--- config.mk ---
export PLATFORM = sky130hd
export DESIGN_NAME = calc_key_sequencer
export DESIGN_NICKNAME = d
export VERILOG_FILES = /design/src/rtl/calc_key_sequencer.sv
export SDC_FILE = /design/constraint.sdc
export NUM_CORES = 1
export LEC_CHECK = 0
export BUFFER_PORTS_ARGS = -buffer_cell sky130_fd_sc_hd__buf_4
export CAP_MARGIN = 40
export CORE_UTILIZATION = 45
export CTS_BUF_LIST = sky130_fd_sc_hd__clkbuf_16
export DETAILED_ROUTE_END_ITERATION = 7
export PLACE_DENSITY = 0.69
export SETUP_SLACK_MARGIN = 0.02
export SYNTH_ARGS = -nofsm -noshare
export SYNTH_HDL_FRONTEND = slang
export SYNTH_SLANG_ARGS = --single-unit
--- constraint.sdc ---
create_clock -name clk -period 2.1 [get_ports clk]
set_clock_uncertainty 0.2 [all_clocks]
set_input_delay 0.21 -clock clk [delete_from_list [all_inputs] [get_ports clk]]
set_output_delay 0.21 -clock clk [all_outputs]
set_load 0.1 [all_outputs]
--- src/rtl/calc_key_sequencer.sv ---
// calc_key_sequencer: keypad-to-ALU controller for the calculator.
// Decodes key events into operand entry, operator selection, equals and
// clear. Holds the X (entry/result) and Y (stored operand) registers, and
// issues one operation at a time to the shared multi-cycle ALU using a
// start/done handshake with an abort timeout.

module calc_key_sequencer #(
    parameter int TIMEOUT = 64,
    parameter int MAXDIG  = 4
) (
    input  logic        clk,
    input  logic        rstn,
    input  logic        newkey,
    input  logic [4:0]  keycode,
    output logic [15:0] alu_a,
    output logic [15:0] alu_b,
    output logic [1:0]  alu_op,
    output logic        alu_start,
    input  logic        alu_done,
    input  logic [15:0] alu_result,
    input  logic        alu_ovw,
    output logic [15:0] disp_value,
    output logic        neg_led,
    output logic        ovw_led,
    output logic        busy
);

    localparam int CNTW = $clog2(MAXDIG + 1);
    localparam int TMOW = $clog2(TIMEOUT + 1);

    localparam logic [4:0] KEY_CLR  = 5'h00;
    localparam logic [4:0] KEY_ADD  = 5'h01;
    localparam logic [4:0] KEY_SUB  = 5'h02;
    localparam logic [4:0] KEY_MUL  = 5'h03;
    localparam logic [4:0] KEY_EQU  = 5'h04;
    localparam logic [4:0] KEY_CE   = 5'h05;
    localparam logic [4:0] KEY_BKSP = 5'h06;

    typedef enum logic [1:0] {
        ST_ENTRY  = 2'd0,
        ST_OPWAIT = 2'd1,
        ST_ISSUE  = 2'd2,
        ST_WAIT   = 2'd3
    } state_t;

    state_t            state_q, state_d;
    logic [15:0]       x_q, x_d;
    logic [15:0]       y_q, y_d;
    logic [1:0]        op_q, op_d;
    logic [1:0]        nextOp_q, nextOp_d;
    logic              chain_q, chain_d;
    logic [CNTW-1:0]   cnt_q, cnt_d;
    logic              fresh_q, fresh_d;
    logic              entered_q, entered_d;
    logic [TMOW-1:0]   tmo_q, tmo_d;
    logic [15:0]       aluA_q, aluA_d;
    logic [15:0]       aluB_q, aluB_d;
    logic [1:0]        aluOp_q, aluOp_d;
    logic              aluStart_q, aluStart_d;
    logic              ovw_q, ovw_d;

    logic              keyDigit;
    logic              keyClr;
    logic              keyOper;
    logic              keyEqu;
    logic              keyCe;
    logic              keyBksp;
    logic [1:0]        keyOp;
    logic [3:0]        digit;
    logic              issueReq;

    // Key decode: a key is only meaningful in the cycle newkey is high.
    assign keyDigit = newkey && keycode[4];
    assign keyClr   = newkey && (keycode == KEY_CLR);
    assign keyOper  = newkey && ((keycode == KEY_ADD) || (keycode == KEY_SUB) ||
                                 (keycode == KEY_MUL));
    assign keyEqu   = newkey && (keycode == KEY_EQU);
    assign keyCe    = newkey && (keycode == KEY_CE);
    assign keyBksp  = newkey && (keycode == KEY_BKSP);
    assign keyOp    = keycode[1:0] - 2'd1;
    assign digit    = keycode[3:0];

    // Next-state logic for the sequencer and all datapath registers.
    always_comb begin
        state_d    = state_q;
        x_d        = x_q;
        y_d        = y_q;
        op_d       = op_q;
        nextOp_d   = nextOp_q;
        chain_d    = chain_q;
        cnt_d      = cnt_q;
        fresh_d    = fresh_q;
        entered_d  = entered_q;
        tmo_d      = tmo_q;
        aluA_d     = aluA_q;
        aluB_d     = aluB_q;
        aluOp_d    = aluOp_q;
        aluStart_d = 1'b0;
        ovw_d      = ovw_q;
        issueReq   = 1'b0;

        case (state_q)
            ST_ENTRY, ST_OPWAIT: begin
                if (keyDigit) begin
                    if (fresh_q) begin
                        x_d     = {12'h000, digit};
                        cnt_d   = CNTW'(1);
                        fresh_d = 1'b0;
                    end else if (cnt_q < CNTW'(MAXDIG)) begin
                        x_d   = {x_q[11:0], digit};
                        cnt_d = cnt_q + CNTW'(1);
                    end
                    if (state_q == ST_OPWAIT) begin
                        entered_d = 1'b1;
                    end
                end else if (keyBksp) begin
                    x_d   = x_q >> 4;
                    cnt_d = (cnt_q == '0) ? '0 : cnt_q - CNTW'(1);
                end else if (keyCe) begin
                    x_d   = 16'h0000;
                    cnt_d = '0;
                end else if (keyOper) begin
                    if (state_q == ST_ENTRY) begin
                        y_d       = x_q;
                        op_d      = keyOp;
                        fresh_d   = 1'b1;
                        entered_d = 1'b0;
                        state_d   = ST_OPWAIT;
                    end else if (!entered_q) begin
                        op_d = keyOp;
                    end else begin
                        chain_d  = 1'b1;
                        nextOp_d = keyOp;
                        issueReq = 1'b1;
                    end
                end else if (keyEqu && (state_q == ST_OPWAIT)) begin
                    chain_d  = 1'b0;
                    issueReq = 1'b1;
                end
            end

            ST_ISSUE: begin
                tmo_d   = tmo_q + TMOW'(1);
                state_d = ST_WAIT;
            end

            ST_WAIT: begin
                if (alu_done) begin
                    x_d       = alu_result;
                    ovw_d     = alu_ovw;
                    fresh_d   = 1'b1;
                    entered_d = 1'b0;
                    cnt_d     = '0;
                    if (chain_q) begin
                        y_d     = alu_result;
                        op_d    = nextOp_q;
                        state_d = ST_OPWAIT;
                    end else begin
                        state_d = ST_ENTRY;
                    end
                end else if (tmo_q >= TMOW'(TIMEOUT - 1)) begin
                    ovw_d     = 1'b1;
                    fresh_d   = 1'b1;
                    entered_d = 1'b0;
                    cnt_d     = '0;
                    state_d   = ST_ENTRY;
                end else begin
                    tmo_d = tmo_q + TMOW'(1);
                end
            end

            default: begin
                state_d = ST_ENTRY;
            end
        endcase

        // Operands are frozen here and stay put until the operation ends.
        if (issueReq) begin
            aluA_d     = y_q;
            aluB_d     = x_q;
            aluOp_d    = op_q;
            aluStart_d = 1'b1;
            tmo_d      = '0;
            state_d    = ST_ISSUE;
        end

        // Clear wins over everything, including a coincident alu_done.
        if (keyClr) begin
            state_d    = ST_ENTRY;
            x_d        = 16'h0000;
            y_d        = 16'h0000;
            op_d       = 2'b00;
            nextOp_d   = 2'b00;
            chain_d    = 1'b0;
            cnt_d      = '0;
            fresh_d    = 1'b1;
            entered_d  = 1'b0;
            tmo_d      = '0;
            aluA_d     = 16'h0000;
            aluB_d     = 16'h0000;
            aluOp_d    = 2'b00;
            aluStart_d = 1'b0;
            ovw_d      = 1'b0;
        end
    end

    // State and datapath registers with asynchronous active-low reset.
    always_ff @(posedge clk or negedge rstn) begin
        if (!rstn) begin
            state_q    <= ST_ENTRY;
            x_q        <= 16'h0000;
            y_q        <= 16'h0000;
            op_q       <= 2'b00;
            nextOp_q   <= 2'b00;
            chain_q    <= 1'b0;
            cnt_q      <= '0;
            fresh_q    <= 1'b1;
            entered_q  <= 1'b0;
            tmo_q      <= '0;
            aluA_q     <= 16'h0000;
            aluB_q     <= 16'h0000;
            aluOp_q    <= 2'b00;
            aluStart_q <= 1'b0;
            ovw_q      <= 1'b0;
        end else begin
            state_q    <= state_d;
            x_q        <= x_d;
            y_q        <= y_d;
            op_q       <= op_d;
            nextOp_q   <= nextOp_d;
            chain_q    <= chain_d;
            cnt_q      <= cnt_d;
            fresh_q    <= fresh_d;
            entered_q  <= entered_d;
            tmo_q      <= tmo_d;
            aluA_q     <= aluA_d;
            aluB_q     <= aluB_d;
            aluOp_q    <= aluOp_d;
            aluStart_q <= aluStart_d;
            ovw_q      <= ovw_d;
        end
    end

    assign alu_a      = aluA_q;
    assign alu_b      = aluB_q;
    assign alu_op     = aluOp_q;
    assign alu_start  = aluStart_q;
    assign disp_value = x_q;
    assign neg_led    = x_q[15];
    assign ovw_led    = ovw_q;
    assign busy       = (state_q == ST_ISSUE) || (state_q == ST_WAIT);

endmodule

==> flow_summary.toml, run 1 <==
[job]
drv_cap = 0

[timing]
slew_headroom = 0.622
final-setup-viol-count = 0
setup-tns-final_ps = 0
slew_viol_final = 0
hold_viol = 0
tightestPinTransition_ps = 568
period_needed_ps = 2090
layout_setup_ws_ps = 8.20
min_period_over_period = 0.996
timing.fmax_ghz = 0.478
rsz0062_at_grt = "yes"

[synth]
synthesis.area_um2 = 4250
avgSynthCellArea_um2 = 10.6
synth_top_area_cell = "dfrtp_1"
synthTopCellsByArea = "dfrtp_1 (51%), a22o_1 (9.5%), mux2i_1 (4.5%)"
syn_inst = 400
yosys-mux-area-fraction = 0.0580
yosys.area_share.adder = 0.0265
yosysWarningCount = 0
yosys.area_share.simple = 0.133
synth_top_family_by_area = "compound AO/OA/AOI/OAI gates"
synthXorXnorAreaFrac = 0.00618
synth_top_area_share = 0.506
async_flop_share = 1.00
synthDistinctLibCells = 53
ys_ff_latch = 87
syn_nets = 435
synth_ff_type = "dfrtp_1"
yosysSeqAreaShare = 0.512
synth_compound_area_frac = 0.221
synth_edf_count = 0

[worst_setup_path]
cp-end-kind = "flop"
crit_chain = "ha_2 -> a21oi_2 -> o21bai_2 -> a221o_1 -> or4_1 -> o21ai_1"
arrival_ps = 2160
crit_type = "reg -> reg"
crit_slowest_cell = "or4_1"
path_buf_inv = 0
required_ps = 2170
start_kind = "flop"
critPathTopFamily = "compound AO/OA/AOI/OAI gates"
worst-path-max-fanout = 8
cp_slowest_stage_delay_ps = 480

[clock_tree]
clockBufferDepth = 2
cts_tree = "built"
clock-sinks = 87
cts_root_buf = "clkbuf_16"
htreeDepth = 3
clock_latency_ps = 340
numCtsBuffers = 9
cts.clk_slew.worst_paths_ps = 70

[die]
core_um2 = 9200
dieArea_um2 = 9840
rows = 35
die_h_um = 99.2
io_pins = 80
die_x_um = 99.2
start_util = 0.462

[status]
outcome = "finished, final reports clean"

[detailed_routing]
drt-total-wl_mm = 11.3
drtIter0Drc = 164
wire_per_inst_um = 18.1
ant_nets = 0
dr.pass1.iters = 4
vias_per_cell = 5.77
vias = 3606
drc = 0

[placement]
gp_congestion = 0.933
place_ws_ps = -274
dp_hpwl_mm = 8.04
portBuffers = 79

[power]
cellLeakagePower_nw = 2.79
p_per_area_nw_per_um2 = 1300
clkPwrFrac = 0.207
power_switching_mw = 3.52
ir_drop_v = 0.000650
p_int_mw = 3.82
p_comb_frac = 0.452
swShare = 0.479
pwr-share-seq = 0.342

[layout]
fin_nets = 544
mostFrequentLayoutCells = "buf_4 (118), dfrtp_1 (86), nor2_1 (47)"
final_common_cell = "buf_4"
drive_above_1_share = 0.325
antenna_cells = 0
area_growth_pct = 32.4

[grt]
antenna_found_initial = 0
grt_pass1_wl_mm = 18.1
globalRouteTotalUtil = 0.239
grt_pass1_vias = 3510
gr-total-overflow = 0
grt_max_degree = 43

[worst_hold_path]
hp-class = "in -> reg"
[timing repair]
item	4_1_cts	5_1_grt
pin swaps	1	5
hold endpoints to repair	43	0
hold buffers	5	0
setup buffers	0	3
endpoints found under the setup margin	13	19
resized for setup	1	10
[path summary, 6_finish.rpt]
kind / startpoint / end / slack (ps) / depth (start not counted)
setup / recovery: tmo_q[0] / tmo_q[5] / 8 / 6
hold / removal: alu_ovw / ovw_led / 20 / 4
setup reg to reg: tmo_q[0] / tmo_q[5] / 8 / 6
hold reg to reg: y_q[5] / y_q[5] / 280 / 2
max in group asynchronous: rstn / nextOp_q[0] / 890 / 3
min in group asynchronous: rstn / alu_a[8] / 200 / 2
[final cells by class]
cell class / instances / area, um2
clock buffer: 9 / 225
clock inverter: 7 / 56.3
fill: 804 / 3570
inverter: 13 / 48.8
multi-input combinational: 270 / 1950
sequential: 87 / 2180
tap: 111 / 139
timing repair buffer: 128 / 1040
[per-layer routing]
metal / up-vias / share of wire / global-route usage
li1: 1719 / - / -
met4: 0 / 0.016 / 0.0848
met1: 1790 / 0.45 / 0.321
met5: - / 0 / 0
met2: 84 / 0.50 / 0.392
met3: 13 / 0.037 / 0.0379
[flip-flops by register name, summed over array words and instances, names as in the netlist]
register,count
disp_value,16
alu_a,16
fresh_q,1
ovw_led,1
tmo_q,7
cnt_q,3
op_q,2
chain_q,1
alu_op,2
alu_b,16
state_q,2
nextOp_q,2
entered_q,1
y_q,16
alu_start,1
[through the flow]
stage	instances	instance area, um2	power, mW	hold WS (ps)	utilization
after floorplan	400	4250	4.93	-286	-
after global placement	601	5240	5.75	45.8	0.570
after detailed placement	601	5240	5.80	52.1	0.570
after CTS	622	5570	7.34	16.0	0.606
after global routing	625	5630	7.68	32.5	0.612
final	625	5630	7.34	16.6	0.612
[worst reg2reg max path, delay by kind of cell (launching register included)]
family	cells	cell delay (ps)
compound gates	4	740
flops	1	390
fa+ha+maj	1	210
simple gates	1	480
[cells by family (layout without fill, tap and decap cells)]
family,after synthesis,in the layout
compound gates,119,119
xor+xnor,3,3
fa+ha+maj,9,9
buf+inv,43,157
flops,87,87
mux,24,24
simple gates,115,115
[power by group through the flow]
stage	clock (mW)	sequential, mW	combinational, mW
5_1_grt	1.62	2.56	3.49
3_3_place_gp	0	2.51	3.24
2_1_floorplan	0	4.07	0.863
4_1_cts	1.55	2.50	3.29
3_5_place_dp	0	2.53	3.27
6_report	1.52	2.51	3.31
[synthesized netlist by cell type (3+ instances only)]
cell       n
dfrtp_1   86
nor2_1    48
a22o_1    46
nand2_1   23
clkbuf_1  19
mux2i_1   19
o31ai_1   16
a221oi_1  13
inv_1     12
nand3_1   12
o21ai_0   12
ha_1       9
a21oi_1    8
buf_2      7
a31oi_1    6
mux2_2     5
a211oi_1   4
nor3_1     4
or3_1      4
and2_1     3
nand4_1    3
nor3_2     3
Note: power is estimated with default switching activity, not from simulation.
==> run 2: changes to the inputs <==
--- a/config.mk
+++ b/config.mk
@@ -10,7 +10,7 @@
 export CORE_UTILIZATION = 45
 export CTS_BUF_LIST = sky130_fd_sc_hd__clkbuf_16
 export DETAILED_ROUTE_END_ITERATION = 7
-export PLACE_DENSITY = 0.69
+export PLACE_DENSITY = 0.67
 export SETUP_SLACK_MARGIN = 0.02
 export SYNTH_ARGS = -nofsm -noshare
 export SYNTH_HDL_FRONTEND = slang
==> constraint.sdc (replaced) <==
create_clock -name clk -period 2.35 [get_ports clk]
set_clock_uncertainty 0.2 [all_clocks]
set_input_delay 0.235 -clock clk [delete_from_list [all_inputs] [get_ports clk]]
set_output_delay 0.235 -clock clk [all_outputs]
set_load 0.1 [all_outputs]
==> run 2 against run 1 <==
Setup slack gained 160 ps. Largest cell class unchanged. Largest power group unchanged. Total power decreased by 10%. Final cell count shrank 2.9%.
==> flow_summary.toml, run 2 (same netlist as run 1, synthesis figures left out) <==
[status]
outcome = "finished, final reports clean"

[grt]
busiest_layer = "met2"
gr-total-overflow = 0
gr-usage-met3 = 0.0464
met1_usage = 0.321
use_met2 = 0.372
antenna_found_initial = 0
grt_pass1_vias = 3447
globalRouteTotalUtil = 0.233
grt_pass1_wl_mm = 17.9
grt_max_degree = 40

[worst_setup_path]
required_ps = 2410
r2r_setup_slack_ps = 170
r2r-end = "tmo_q[5]"
cp-end-kind = "flop"
reg2regPathDepth = 6
crit_type = "reg -> reg"
worst-path-max-fanout = 10
arrival_ps = 2240
start_kind = "flop"
r2r-start = "tmo_q[0]"

[job]
drv_cap = 0

[placement]
gp_congestion = 0.860
dp_hpwl_mm = 7.74
place_inst = 586
portBuffers = 79
place_ws_ps = -119

[clock_tree]
clock_latency_ps = 340
post_cts_buffers = 0
clock-sinks = 87
numCtsBuffers = 9
cts.clk_slew.worst_paths_ps = 70
cts_root_buf = "clkbuf_16"
cts_tree = "built"
htreeDepth = 3
clockBufferDepth = 2

[timing]
final-setup-viol-count = 0
slew_headroom = 0.530
tightestPinTransition_ps = 703
layout_setup_ws_ps = 169
slew_viol_final = 0
timing.fmax_ghz = 0.459
min_period_over_period = 0.928
hold_viol = 0
period_needed_ps = 2180
rsz0062_at_grt = "no"

[worst_hold_path]
hp-class = "in -> reg"
hold_depth = 3
hold_start = "alu_result[10]"
min_to = "y_q[10]"

[detailed_routing]
wire_per_inst_um = 18.0
vias = 3586
drt-total-wl_mm = 11.0
drtIter0Drc = 165
ant_nets = 0
vias_per_cell = 5.91
drc = 0
dr.pass1.iters = 5

[layout]
fin_nets = 526
drive_above_1_share = 0.288
fin_util = 0.595
area_growth_pct = 28.6
final_common_cell = "buf_4"
fin_cells = 607
antenna_cells = 0
mostFrequentLayoutCells = "buf_4 (101), dfrtp_1 (85), nor2_1 (47)"

[die]
die_x_um = 99.2
dieArea_um2 = 9840
die_h_um = 99.2
start_util = 0.462
core_um2 = 9200
io_pins = 80
rows = 35

[power]
ir_drop_v = 0.000645
cellLeakagePower_nw = 2.70
p_per_area_nw_per_um2 = 1200
## run 2: per-stage QoR
| stage | TNS, ps | cell area [um2] | hold WS [ps] | total power [mW] |
|---|---|---|---|---|
| 2_1_floorplan | 0 | 4250 | -261 | 4.40 |
| 3_3_place_gp | -1960 | 5090 | 23.9 | 5.08 |
| 3_5_place_dp | -1400 | 5110 | 22.5 | 5.13 |
| 4_1_cts | 0 | 5460 | 41.8 | 6.59 |
| 5_1_grt | 0 | 5470 | 57.6 | 6.84 |
| 6_report | 0 | 5470 | 41.5 | 6.57 |
## run 2: report_power, final
group	internal (mW)	total [mW]	switching, mW
sequential	1.90	2.27	0.373
combinational	0.733	2.85	2.12
clock	0.835	1.45	0.616
## run 2: critical path: stages, from the launching register on
cell	delay (ps)
dfrtp_1	420
ha_1	240
a21oi_1	120
o21bai_1	110
a221o_2	450
or4_1	480
o21ai_0	80
## run 2: how the worst max path moves through the flow
| stage | start | end | slack (ps) |
|---|---|---|---|
| global placement | keycode[0] | disp_value[5] | -100 |
| CTS | state_q[1] | disp_value[14] | 80 |
| detailed placement | keycode[0] | disp_value[1] | -120 |
| floorplan | tmo_q[0] | tmo_q[5] | 240 |
| finish | tmo_q[0] | tmo_q[5] | 170 |
| global route | tmo_q[0] | cnt_q[2] | 50 |
## run 2: cell type report
type                    instances  area (um2)
multi-input cells             270        1910
clock buffers                   9         225
fillers                       799        3730
inverters                      13        52.6
well taps                     111         139
flip-flops and latches         87        2180
clock inverters                 7        77.6
repair buffers                110         883
## run 2: layer usage
| metal | part of all wire | vias up |
|---|---|---|
| met5 | 0 | - |
| met2 | 0.48 | 104 |
| met3 | 0.043 | 24 |
| li1 | - | 1679 |
| met1 | 0.46 | 1779 |
| met4 | 0.019 | 0 |
## run 2: repair_timing
action	in CTS	in global routing
endpoints found under the hold margin	36	0
gates cloned	0	0
gates resized for setup	1	3
hold buffers	5	0
endpoints found under the setup margin	12	6
pin swaps	0	1
==> run 3: changes to the inputs <==
--- a/config.mk
+++ b/config.mk
@@ -10,7 +10,7 @@
 export CORE_UTILIZATION = 45
 export CTS_BUF_LIST = sky130_fd_sc_hd__clkbuf_16
 export DETAILED_ROUTE_END_ITERATION = 7
-export PLACE_DENSITY = 0.67
+export PLACE_DENSITY = 0.76
 export SETUP_SLACK_MARGIN = 0.02
 export SYNTH_ARGS = -nofsm -noshare
 export SYNTH_HDL_FRONTEND = slang
==> run 3 against run 2 <==
Utilization is 0.37 points lower. Clock power is 6% lower. Cell area is 0.62% lower. Worst hold slack better by 4.2 ps. Largest power group unchanged. Register-to-register slack worse by 30 ps. Global-route usage is 0.14 points higher. Critical endpoint unchanged. Maximum frequency is 1.2% lower. Total power is 0.96% lower. Sequential power hardly changed. Routed wire length is 1.1% higher. Final cell count is 0.33% lower.
==> flow_summary.toml, run 3 (same netlist as run 1, synthesis figures left out) <==
[worst_setup_path]
reg2regPathDepth = 6
r2r_setup_slack_ps = 140
arrival_ps = 2260
r2r-end = "tmo_q[5]"
r2r-start = "tmo_q[0]"
worst-path-max-fanout = 8
required_ps = 2410
crit_type = "reg -> reg"
cp-end-kind = "flop"
start_kind = "flop"

[detailed_routing]
vias_per_cell = 5.95
dr.pass1.iters = 5
drtIter0Drc = 259
drt-total-wl_mm = 11.1
vias = 3598
wire_per_inst_um = 18.3
drc = 0
ant_nets = 0

[status]
outcome = "finished, final reports clean"

[clock_tree]
htreeDepth = 3
cts_root_buf = "clkbuf_16"
cts_tree = "built"
clock-sinks = 87
cts.clk_slew.worst_paths_ps = 70
clock_latency_ps = 340
clockBufferDepth = 2
numCtsBuffers = 9

[worst_hold_path]
min_to = "disp_value[4]"
hold_start = "alu_result[4]"
hold_depth = 4
hp-class = "in -> reg"

[layout]
drive_above_1_share = 0.281
fin_nets = 524
fin_area_um2 = 5430
fin_cells = 605
antenna_cells = 0
area_growth_pct = 27.8
final_common_cell = "buf_4"
mostFrequentLayoutCells = "buf_4 (99), dfrtp_1 (86), nor2_1 (48)"

[placement]
gp_congestion = 0.907
place_ws_ps = -105
portBuffers = 79
dpl_cell_area_um2 = 5090
dp_hpwl_mm = 7.90
place_inst = 583

[job]
drv_cap = 0

[timing]
final-setup-viol-count = 0
period_needed_ps = 2210
timing.fmax_ghz = 0.453
layout_setup_ws_ps = 142
hold_viol = 0
slew_headroom = 0.480
slew_viol_final = 0
tightestPinTransition_ps = 776
min_period_over_period = 0.940
rsz0062_at_grt = "no"

[die]
io_pins = 80
start_util = 0.462
core_um2 = 9200
rows = 35
die_h_um = 99.2
die_x_um = 99.2
dieArea_um2 = 9840

[power]
cellLeakagePower_nw = 2.68
p_per_area_nw_per_um2 = 1200
fin_total_pwr_mw = 6.51
ir_drop_v = 0.000684

[grt]
grt_max_degree = 61
gr-total-overflow = 0
globalRouteTotalUtil = 0.235
grt_pass1_vias = 3448
grt_pass1_wl_mm = 17.9
antenna_found_initial = 0
[run 3: power by group]
| part | internal [mW] | total (mW) | leakage [nW] | switching [mW] |
|---|---|---|---|---|
| registers | 1.89 | 2.27 | 1.16 | 0.380 |
| clock network | 0.737 | 1.37 | 0.135 | 0.634 |
| logic | 0.736 | 2.86 | 1.39 | 2.13 |
| total | 3.37 | 6.51 | 2.68 | 3.14 |
[run 3: timing repair]
action,4_1_cts,5_1_grt
endpoints found under the hold margin,31,0
hold buffers,5,0
resized for setup,0,1
buffers inserted,0,1
endpoints found under the setup margin,0,4
[run 3: how the worst max path moves through the flow]
stage | startpoint | to | slack, ps
3_5_place_dp | keycode[3] | disp_value[5] | -110
4_1_cts | tmo_q[0] | tmo_q[5] | 40
2_1_floorplan | tmo_q[0] | tmo_q[5] | 240
5_1_grt | tmo_q[0] | cnt_q[1] | 30
3_3_place_gp | keycode[3] | disp_value[1] | 20
6_report | tmo_q[0] | tmo_q[5] | 140
[run 3: through the flow]
stage | util | hold WS, ps | setup TNS [ps]
6_report | 0.591 | 45.8 | 0
5_1_grt | 0.591 | 40.8 | 0
4_1_cts | 0.590 | 35.3 | 0
3_5_place_dp | 0.553 | -12.5 | -1050
3_3_place_gp | 0.553 | -15.1 | 0
2_1_floorplan | - | -261 | 0
[run 3: final cells by class]
| type | instances | area, um2 |
|---|---|---|
| fill | 770 | 3760 |
| inverter | 13 | 48.8 |
| clock inverter | 7 | 61.3 |
| timing repair buffer | 108 | 873 |
| multi-input combinational | 270 | 1910 |
| clock buffer | 9 | 225 |
| sequential | 87 | 2180 |
| tap | 111 | 139 |
[run 3: per-layer routing]
layer	vias up	track usage	wire [um]
met5	-	0	0
met4	0	0.0973	174
met3	15	0.0450	567
met2	149	0.368	5390
met1	1768	0.322	4930
li1	1666	-	-
[run 3: critical path, stage by stage, from the launching register on]
cell and delay [ps]:
dfrtp_1 430, ha_1 250, a21oi_1 130, o21bai_1 110, a221o_2 420, or4_1 490
o21ai_0 90
